`config.mk`:
```
export PLATFORM = sky130hd
export DESIGN_NAME = timer_digit_entry
export DESIGN_NICKNAME = d
export VERILOG_FILES = /design/src/rtl/timer_digit_entry.sv
export SDC_FILE = /design/constraint.sdc
export NUM_CORES = 1
export LEC_CHECK = 0
export BUFFER_PORTS_ARGS = -buffer_cell sky130_fd_sc_hd__buf_2
export CAP_MARGIN = 20
export CORE_MARGIN = 8
export CORE_UTILIZATION = 35
export CTS_BUF_LIST = sky130_fd_sc_hd__clkbuf_8
export CTS_CLUSTER_DIAMETER = 30
export CTS_CLUSTER_SIZE = 12
export DETAILED_ROUTE_END_ITERATION = 8
export GPL_TIMING_DRIVEN = 0
export HOLD_SLACK_MARGIN = 0.12
export SLEW_MARGIN = 20
export SYNTH_ARGS = -nofsm -noshare
export SYNTH_HDL_FRONTEND = slang
export SYNTH_SLANG_ARGS = --single-unit
export TNS_END_PERCENT = 20
```
`constraint.sdc`:
```
create_clock -name clk -period 5.4 [get_ports clk]
set_input_delay 0.54 -clock clk [delete_from_list [all_inputs] [get_ports clk]]
set_output_delay 0.54 -clock clk [all_outputs]
set_load 0.05 [all_outputs]
```
`src/rtl/timer_digit_entry.sv`:
```
// timer_digit_entry
//   Keypad front end for the oven timer. Debounces a one-hot ten-key pad,
//   shifts accepted digits in from the right (1,2,3 -> 1:23) and, on a start
//   request, presents the entered time as BCD to the three down-counters'
//   parallel-load inputs together with a one-cycle active-low load strobe.
//
// Ports
//   clk          in   system clock, all state on the rising edge
//   clear        in   synchronous active-high reset, overrides everything
//   keys[9:0]    in   raw key lines, bit n high = digit n pressed
//   enable_entry in   oven idle; key entry and commit allowed only when high
//   cancel       in   clears the entered digits, aborts a pending load
//   commit       in   start request
//   sec_ones     out  BCD seconds units
//   sec_tens     out  BCD tens of seconds
//   minutes      out  BCD minutes
//   load_n       out  active-low parallel-load strobe, low for one cycle
//   valid        out  entered time is loadable
//   digit_count  out  digits entered, 0..3
//   key_error    out  one-cycle pulse on a rejected key or commit
//
// Handshake: there is no back-pressure. A commit is taken at an edge where
// enable_entry, valid and load_n are all high; load_n is then low for exactly
// the following cycle while the digit outputs stay stable, and the digits
// clear at the edge that ends that cycle.

module timer_digit_entry #(
    parameter int KEY_HOLD = 2
) (
    input  logic       clk,
    input  logic       clear,
    input  logic [9:0] keys,
    input  logic       enable_entry,
    input  logic       cancel,
    input  logic       commit,
    output logic [3:0] sec_ones,
    output logic [3:0] sec_tens,
    output logic [3:0] minutes,
    output logic       load_n,
    output logic       valid,
    output logic [1:0] digit_count,
    output logic       key_error
);

    localparam logic [1:0] ST_IDLE     = 2'd0;
    localparam logic [1:0] ST_DEBOUNCE = 2'd1;
    localparam logic [1:0] ST_HELD     = 2'd2;

    localparam logic [3:0] HOLD_TGT = 4'(KEY_HOLD);

    logic [1:0] state_q, state_d;
    logic [3:0] hold_q, hold_d;
    logic [3:0] idx_q, idx_d;
    logic [3:0] ones_q, ones_d;
    logic [3:0] tens_q, tens_d;
    logic [3:0] mins_q, mins_d;
    logic [1:0] count_q, count_d;
    logic       load_n_q, load_n_d;
    logic       err_q, err_d;

    logic       key_none;
    logic       key_single;
    logic       key_multi;
    logic [3:0] key_idx;
    logic       accept;
    logic       reject_key;

    // Key pattern classification.
    always_comb begin
        key_none   = (keys == 10'd0);
        key_single = ($countones(keys) == 1);
        key_multi  = !key_none && !key_single;
        key_idx    = 4'd0;
        for (int i = 0; i < 10; i++) begin
            if (keys[i]) key_idx = 4'(i);
        end
    end

    // Debounce FSM. accept is high at the edge where the key has been seen
    // on KEY_HOLD consecutive edges; the digit itself is key_idx.
    always_comb begin
        state_d    = state_q;
        hold_d     = hold_q;
        idx_d      = idx_q;
        accept     = 1'b0;
        reject_key = 1'b0;
        if (!enable_entry) begin
            state_d = ST_IDLE;
            hold_d  = 4'd0;
        end else begin
            case (state_q)
                ST_IDLE: begin
                    if (key_single) begin
                        idx_d = key_idx;
                        if (HOLD_TGT == 4'd1) begin
                            accept  = 1'b1;
                            state_d = ST_HELD;
                        end else begin
                            hold_d  = 4'd1;
                            state_d = ST_DEBOUNCE;
                        end
                    end else if (key_multi) begin
                        reject_key = 1'b1;
                    end
                end
                ST_DEBOUNCE: begin
                    if (key_single && (key_idx == idx_q)) begin
                        if (hold_q + 4'd1 == HOLD_TGT) begin
                            accept  = 1'b1;
                            state_d = ST_HELD;
                        end else begin
                            hold_d = hold_q + 4'd1;
                        end
                    end else begin
                        // Bounce, release or a second key: start over quietly.
                        state_d = ST_IDLE;
                    end
                end
                ST_HELD: begin
                    if (key_none) state_d = ST_IDLE;
                end
                default: state_d = ST_IDLE;
            endcase
        end
    end

    assign valid = (count_q != 2'd0)
                && ({mins_q, tens_q, ones_q} != 12'd0)
                && (tens_q <= 4'd5);

    // Digit register / load strobe. Priority: load completion or cancel,
    // then commit, then digit acceptance. An acceptance that loses to a
    // commit, a cancel or an in-flight load is simply consumed.
    always_comb begin
        ones_d   = ones_q;
        tens_d   = tens_q;
        mins_d   = mins_q;
        count_d  = count_q;
        load_n_d = load_n_q;
        err_d    = reject_key;
        if (cancel || !load_n_q) begin
            ones_d   = 4'd0;
            tens_d   = 4'd0;
            mins_d   = 4'd0;
            count_d  = 2'd0;
            load_n_d = 1'b1;
        end else if (enable_entry && commit) begin
            if (valid) load_n_d = 1'b0;
            else       err_d    = 1'b1;
        end else if (accept) begin
            if (count_q != 2'd3) begin
                mins_d  = tens_q;
                tens_d  = ones_q;
                ones_d  = key_idx;
                count_d = count_q + 2'd1;
            end else begin
                err_d = 1'b1;
            end
        end
    end

    always_ff @(posedge clk) begin
        if (clear) begin
            state_q  <= ST_IDLE;
            hold_q   <= 4'd0;
            idx_q    <= 4'd0;
            ones_q   <= 4'd0;
            tens_q   <= 4'd0;
            mins_q   <= 4'd0;
            count_q  <= 2'd0;
            load_n_q <= 1'b1;
            err_q    <= 1'b0;
        end else begin
            state_q  <= state_d;
            hold_q   <= hold_d;
            idx_q    <= idx_d;
            ones_q   <= ones_d;
            tens_q   <= tens_d;
            mins_q   <= mins_d;
            count_q  <= count_d;
            load_n_q <= load_n_d;
            err_q    <= err_d;
        end
    end

    assign sec_ones    = ones_q;
    assign sec_tens    = tens_q;
    assign minutes     = mins_q;
    assign digit_count = count_q;
    assign load_n      = load_n_q;
    assign key_error   = err_q;

endmodule

```
# --- Word-level counts from Yosys, hierarchy flattened ---
# Index checks and enable logic that the tools add are counted.
op_classes:
  addsub: 11
  mul: 0
  n_div: 0
  n_lt_le_gt_ge: 1
  eq_ne: 11
  n_shift: 0
  mux: 31
  n_bitwise: 2
  n_reduce_logical: 21
op_table:
  columns: ["cell", "count"]
  rows:
  - ["$mux 4", 11]
  - ["$mux 1", 14]
  - ["$reduce_bool 12->1", 1]
  - ["$add 1x1->2", 5]
  - ["$logic_not 10->1", 1]
  - ["$ne 2x2->1 const B", 5]
  - ["$reduce_and 3->1", 3]
  - ["$mux 2", 4]
  - ["$pmux 4 s2", 1]
  - ["$add 2x2->3", 2]
  - ["$pmux 2 s3", 1]
  - ["$add 4x2->5", 1]
  - ["$eq 5x1->1 const B", 1]
  - ["$logic_and 1x1->1", 5]
  - ["$add 3x3->4", 1]
  - ["$add 4x1->4 const B", 1]
  - ["$eq 4x2->1 const B", 1]
  - ["$eq 4x4->1", 1]
  - ["$le 4x3->1 const B", 1]
  - ["$reduce_and 4->1", 1]
  - ["$reduce_bool 2->1", 2]
  - ["$reduce_or 2->1", 2]
  - ["$logic_not 1->1", 3]
  - ["$ne 3x3->1 const B", 1]
  - ["other kinds (7)", 8]
totals:
  ff_bits: 26
  latch_bits: 0
  mem_bits_rw: 0
  romBits: 0
  input_bits: 15
  word_cells: 86
  n_memories: 0

# --- Logic depth before layout (Yosys ltp) ---
logic_depth:
  depth_word: 17
  ltp_mapped: 15
  mapped_depth_nobuf: 14

# --- Worst setup path before layout ---
# No wires, ideal clock.
synth_path:
  kind: "reg-to-reg"
  from: "reg count_q[0], in the netlist digit_count[0]"
  to: "reg err_q, in the netlist key_error"
  setup_time_ps: 117
  t_arrival_ps: 4255
  required_ps: 5283
  path_slack_ps: 1028
  path_stages_with_launch: 6
  synth_period_minus_slack_ps: 4372
  path_cell_list: "dfxtp_1 inv_1 ha_1 a2111oi_0 o22ai_1 a41o_1"
synth_between:
  elab_chain_len: 6
  elab_cells_between_ends: 9
  classes_between: "eq/ne: 1; mux: 5; reduce/logical: 3"
synth_lines:
  columns: ["element", "line_no", "rtl"]
  rows:
  - ["from (decl)", "57", "logic [1:0] count_q, count_d;"]
  - ["from (signal assigned)", "180", "count_q <= count_d;"]
  - ["$reduce_bool 2->1", "127", "assign valid = (count_q != 2'd0)"]
  - ["$logic_and 1x1->1", "128", "&& ({mins_q, tens_q, ones_q} != 12'd0)"]
  - ["$logic_and 1x1->1", "129", "&& (tens_q <= 4'd5);"]
  - ["via valid", "40", "output logic valid,"]
  - ["$mux 1", "148", "if (valid) load_n_d = 1'b0;"]
  - ["$mux 1", "147", "end else if (enable_entry && commit) begin"]
  - ["$mux 1", "141", "if (cancel || !load_n_q) begin"]
  - ["to (signal assigned)", "182", "err_q <= err_d;"]
  - ["to (decl)", "59", "logic err_q, err_d;"]
# The timed path passes the listed nets, and every way through them passes these cells.
# A chain may end at the register's enable or synchronous reset.

# --- Worst setup path in the final report ---
layout_path:
  from: "in keys[0]"
  to: "reg hold_q[0]"
layout_between:
  elab_chain_len: 8
  elab_cells_between_ends: 9
  classes_between: "add/sub: 4; eq/ne: 3; reduce/logical: 2"
layout_lines:
  columns: ["element", "line_no", "rtl"]
  rows:
  - ["from (decl)", "32", "input logic [9:0] keys,"]
  - ["$add 1x1->2 (not written as such) *", "71", "key_single = ($countones(keys) == 1);"]
  - ["$add 2x2->3 (not written as such) *", "71", null]
  - ["$add 3x3->4 (not written as such) *", "71", null]
  - ["$add 4x2->5 (not written as such) *", "71", null]
  - ["$eq 5x1->1 *", "71", null]
  - ["$logic_and 1x1->1", "107", "if (key_single && (key_idx == idx_q)) begin"]
  - ["$ne 2x2->1 (no source line)", null, null]
  - ["$reduce_and 4->1 (no source line) *", null, null]
  - ["to (signal assigned)", "175", "hold_q <= hold_d;"]
  - ["to (decl)", "52", "logic [3:0] hold_q, hold_d;"]
# Every way passes the cells marked *; elsewhere a longest branch is shown, timed or not.

==> out/summary.md <==
## Status
• **status** finished clean

## Worst setup path
• **cell with the largest stage delay on the worst path** sky130_fd_sc_hd__nor3_1
• **critical path startpoint category** input pin
• **startpoint of the lowest-slack register-to-register path** hold_q[0]
• **Crit path top cell by count** sky130_fd_sc_hd__fa_1
• **family of cells with the greatest summed delay on the critical path** adder cells
• **arrival time at the worst endpoint** 4.54 ns
• **logic depth of the worst path, buffers included** 15
• **cell-by-cell listing of the critical path** buf_2, fa_1, fa_1, inv_1, fa_1, inv_1, ha_1, inv_1, fa_1, a2111oi_0, o211ai_1, nor3_1, a41oi_1, nor2b_1, a211oi_2
• **worst r2r dst** sec_ones[3]
• **length in cells of the worst reg-to-reg path** 7
• **number of buffers and inverters on the critical path** 4
• **required arrival time at the worst endpoint** 5.60 ns
• **top fanout value on the critical path** 6
• **worst setup path startpoint** keys[0]
• **flop-to-flop setup slack** 2.85 ns
• **CP Capture Point** hold_q[0]
• **capturing element type of the critical path** flop
• **largest stage delay on the critical path** 0.56 ns
• **type of the worst setup path** input pin to flop

## Floorplan
• **starting density of the core** 0.3608
• **horizontal extent of the die** 85.55 um
• **IO Pins** 32
• **Core Area** 4692 sq um
• **cell row count** 25
• **Die Ht** 85.55 um
• **die area** 7318 sq um

## Layout
• **fraction of final layout cells sized beyond drive strength 1** 0.1933
• **Layout Nets** 267
• **antenna cell count** 0
• **final non-filler cell area** 1982 sq um
• **filler cell count in the final layout** 515
• **Layout Area Growth over Synthesis** 17.07%

## Clock tree
• **number of CTS-inserted buffers** 3
• **number of buffers added for setup after CTS** 0
• **maximum buffer depth of the clock tree** 2
• **CTS tree** built
• **total of cells resized after clock tree synthesis** 0
• **CTS hold repair buffers** 0
• **CTS H-tree depth** 1
• **clock tree root buffer cell** sky130_fd_sc_hd__clkbuf_8
• **CTS clk-pin slew, worst paths** 0.10 ns
• **TritonCTS sink count** 26
• **clock insertion delay at the later pin of the skew report** 0.27 ns

## Synth
• **sequential area share after synthesis** 0.3075
• **Cells after Synth** 204
• **Most used DFF post-synth** sky130_fd_sc_hd__dfxtp_1
• **flop and latch count out of synthesis** 26
• **Avg Inst Size Synth** 8.298 sq um
• **Ys Warns** 0
• **number of flops mapped to enable cells by yosys** 0
• **Netlist cell types** 48
• **share of async-settable or async-resettable flops after synthesis** 0
• **syn nets** 232
• **synthesized cell area** 1693 sq um

## Timing
• **Worst Tran Pin Value** 0.8428 ns
• **minimum clock period after layout** 4.346 ns
• **setup_tns** 0 ns
• **maximum clock rate** 230.1 MHz
• **endpoints failing hold** 0
• **max-slew violation total from the final report** 0
• **count of final setup violators** 0
• **setup repair after global routing missed its margin** no
• **clock skew** 0.006157 ns
• **final cycle utilization of the critical path** 0.8049
• **relative slew slack** 0.4236

## GRT
• **global router's overall resource usage** 0.1101
• **largest net degree at the start of global routing** 16
• **initial antenna violation count** 0
• **global-route wire length before repair** 6.844 mm
• **via count of the first global-routing pass** 1532
• **overall overflow remaining after global route** 0

## Place
• **RePlAce Congestion** 0.7945
• **quantity of I/O buffers inserted on ports** 30
• **Detail Placement HPWL** 3.112 mm
• **instance area after placement** 1911 sq um

## Power and ir drop
• **power per cell area** 257.2 nW/um^2
• **reported leakage power** 0.0008307 uW
• **IR Drop Worst-Case VDD** 151.1 uV

## Detailed routing
• **via density per instance** 5.212
• **final wirelength** 3.946 mm
• **count of routing violations after the opening detailed-route iteration** 76
• **Post-route DRC** 0
• **drt pass-1 iters** 4
• **DR vias** 1522
• **number of nets with antenna violations after detailed routing** 0
• **post-detailed-route wirelength per cell** 13.51 um

## Job
• **reported max-cap violation count** 0

## Min path
• **Min-Delay Path Class** flop to flop

-- per-stage QoR --
stage	util	cells	hold WS, ns	total power [uW]	setup WS, ns
2_1_floorplan	-	204	0.4696	314.9	1.028
3_3_place_gp	0.4072	288	0.4644	350.2	0.7864
3_5_place_dp	0.4072	288	0.4753	352.6	0.7558
4_1_cts	0.4224	292	0.4866	515.4	1.022
5_1_grt	0.4224	292	0.4936	542.5	0.7660
6_report	0.4224	292	0.4870	509.7	1.054
-- worst min path at each step --
stage,startpoint,to,cells past startpoint
2_1_floorplan,hold_q[3],hold_q[3],2
3_5_place_dp,minutes[3],minutes[3],2
3_3_place_gp,minutes[0],minutes[0],2
4_1_cts,commit,load_n,2
6_report,minutes[0],minutes[0],2
5_1_grt,commit,load_n,2
-- metal layers --
metal  track usage  vias to the layer above  share of wire
met3       0.02388                        2          0.033
met1        0.1334                      710           0.48
li1              -                      790              -
met2        0.1975                       20           0.48
met4       0.01433                        0         0.0048
met5             0                        -              0
-- Yosys cell counts (2+ instances only) --
master / instances / area share
sky130_fd_sc_hd__clkbuf_1: 2 / 0.0044
sky130_fd_sc_hd__o21a_1: 2 / 0.0089
sky130_fd_sc_hd__and3_1: 2 / 0.0074
sky130_fd_sc_hd__buf_6: 2 / 0.013
sky130_fd_sc_hd__nand2b_1: 5 / 0.018
sky130_fd_sc_hd__mux2i_1: 7 / 0.041
sky130_fd_sc_hd__o21ai_0: 8 / 0.024
sky130_fd_sc_hd__inv_1: 17 / 0.038
sky130_fd_sc_hd__nor3_1: 6 / 0.018
sky130_fd_sc_hd__a211oi_2: 2 / 0.015
sky130_fd_sc_hd__nand4_1: 4 / 0.015
sky130_fd_sc_hd__nor2b_1: 4 / 0.015
sky130_fd_sc_hd__nand3_1: 13 / 0.038
sky130_fd_sc_hd__or2_2: 2 / 0.0074
sky130_fd_sc_hd__nor2_1: 18 / 0.040
sky130_fd_sc_hd__ha_1: 7 / 0.052
sky130_fd_sc_hd__fa_1: 6 / 0.071
sky130_fd_sc_hd__nor4_1: 2 / 0.0074
sky130_fd_sc_hd__a21oi_1: 17 / 0.050
sky130_fd_sc_hd__nand2_1: 21 / 0.047
sky130_fd_sc_hd__and2_1: 3 / 0.011
sky130_fd_sc_hd__a2111oi_0: 3 / 0.016
sky130_fd_sc_hd__dfxtp_1: 26 / 0.31
-- layout by cell type, fill, tap and decap left out, types with 2 or more instances in the layout --
| master | netlist | layout |
|---|---|---|
| sky130_fd_sc_hd__inv_1 | 17 | 17 |
| sky130_fd_sc_hd__ha_1 | 7 | 7 |
| sky130_fd_sc_hd__nor2_1 | 18 | 18 |
| sky130_fd_sc_hd__nand2b_1 | 5 | 5 |
| sky130_fd_sc_hd__nand4_1 | 4 | 4 |
| sky130_fd_sc_hd__nor3_1 | 6 | 6 |
| sky130_fd_sc_hd__buf_2 | 0 | 30 |
| sky130_fd_sc_hd__and2_1 | 3 | 3 |
| sky130_fd_sc_hd__dfxtp_1 | 26 | 26 |
| sky130_fd_sc_hd__and3_1 | 2 | 2 |
| sky130_fd_sc_hd__clkbuf_1 | 2 | 2 |
| sky130_fd_sc_hd__a211oi_2 | 2 | 2 |
| sky130_fd_sc_hd__nand3_1 | 13 | 13 |
| sky130_fd_sc_hd__a21oi_1 | 17 | 17 |
| sky130_fd_sc_hd__mux2i_1 | 7 | 7 |
| sky130_fd_sc_hd__nor2b_1 | 4 | 4 |
| sky130_fd_sc_hd__nor4_1 | 2 | 2 |
| sky130_fd_sc_hd__nand2_1 | 21 | 21 |
| sky130_fd_sc_hd__o21a_1 | 2 | 2 |
| sky130_fd_sc_hd__or2_2 | 2 | 2 |
| sky130_fd_sc_hd__a2111oi_0 | 3 | 3 |
| sky130_fd_sc_hd__o21ai_0 | 8 | 8 |
| sky130_fd_sc_hd__buf_6 | 2 | 2 |
| sky130_fd_sc_hd__fa_1 | 6 | 6 |
| sky130_fd_sc_hd__clkbuf_8 | 0 | 3 |
-- power by group --
group | leakage [uW] | switching (uW) | internal [uW]
registers | 0.000210 | 8.47 | 201
logic | 0.000585 | 83.7 | 53.6
clock network | 0.0000357 | 64.3 | 99.2
total | 0.000831 | 156 | 353
-- cell families (layout without fill, tap and decap cells) --
logic type / count (synthesis) / in the layout / share of synthesized area
XOR/XNOR: 2 / 2 / 0.01035
adder cells (fa/ha/maj): 13 / 13 / 0.1227
buffers and inverters: 22 / 56 / 0.05765
AND/OR/NAND/NOR: 90 / 90 / 0.2757
multiplexers: 7 / 7 / 0.04139
flip-flops: 26 / 26 / 0.3075
AO/OA/AOI/OAI: 44 / 44 / 0.1848
-- state kept, by name, indices dropped and copies added (netlist names) --
register and flops:
state_q 2, idx_q 4, minutes 4, key_error 1
load_n 1, sec_tens 4, digit_count 2, hold_q 4
sec_ones 4
-- layout make-up --
cell class | count | area, sq um | share of cell area
clock buffer | 3 | 41.29 | 0.02083
timing repair buffer | 30 | 150.1 | 0.07576
multi-input combinational | 156 | 1075 | 0.5423
buffer | 5 | 33.78 | 0.01705
tap | 54 | 67.56 | 0.03409
inverter | 17 | 63.81 | 0.03220
clock inverter | 1 | 30.03 | 0.01515
sequential | 26 | 520.5 | 0.2626
-- worst reg2reg max path, delay by kind of cell (launching register included) --
kind            cells  cell delay, ns
simple gates        2            0.86
compound gates      3            0.68
flops               1            0.48
fa+ha+maj           1            0.27
mux                 1            0.19
(Power assumes the default switching activity.)
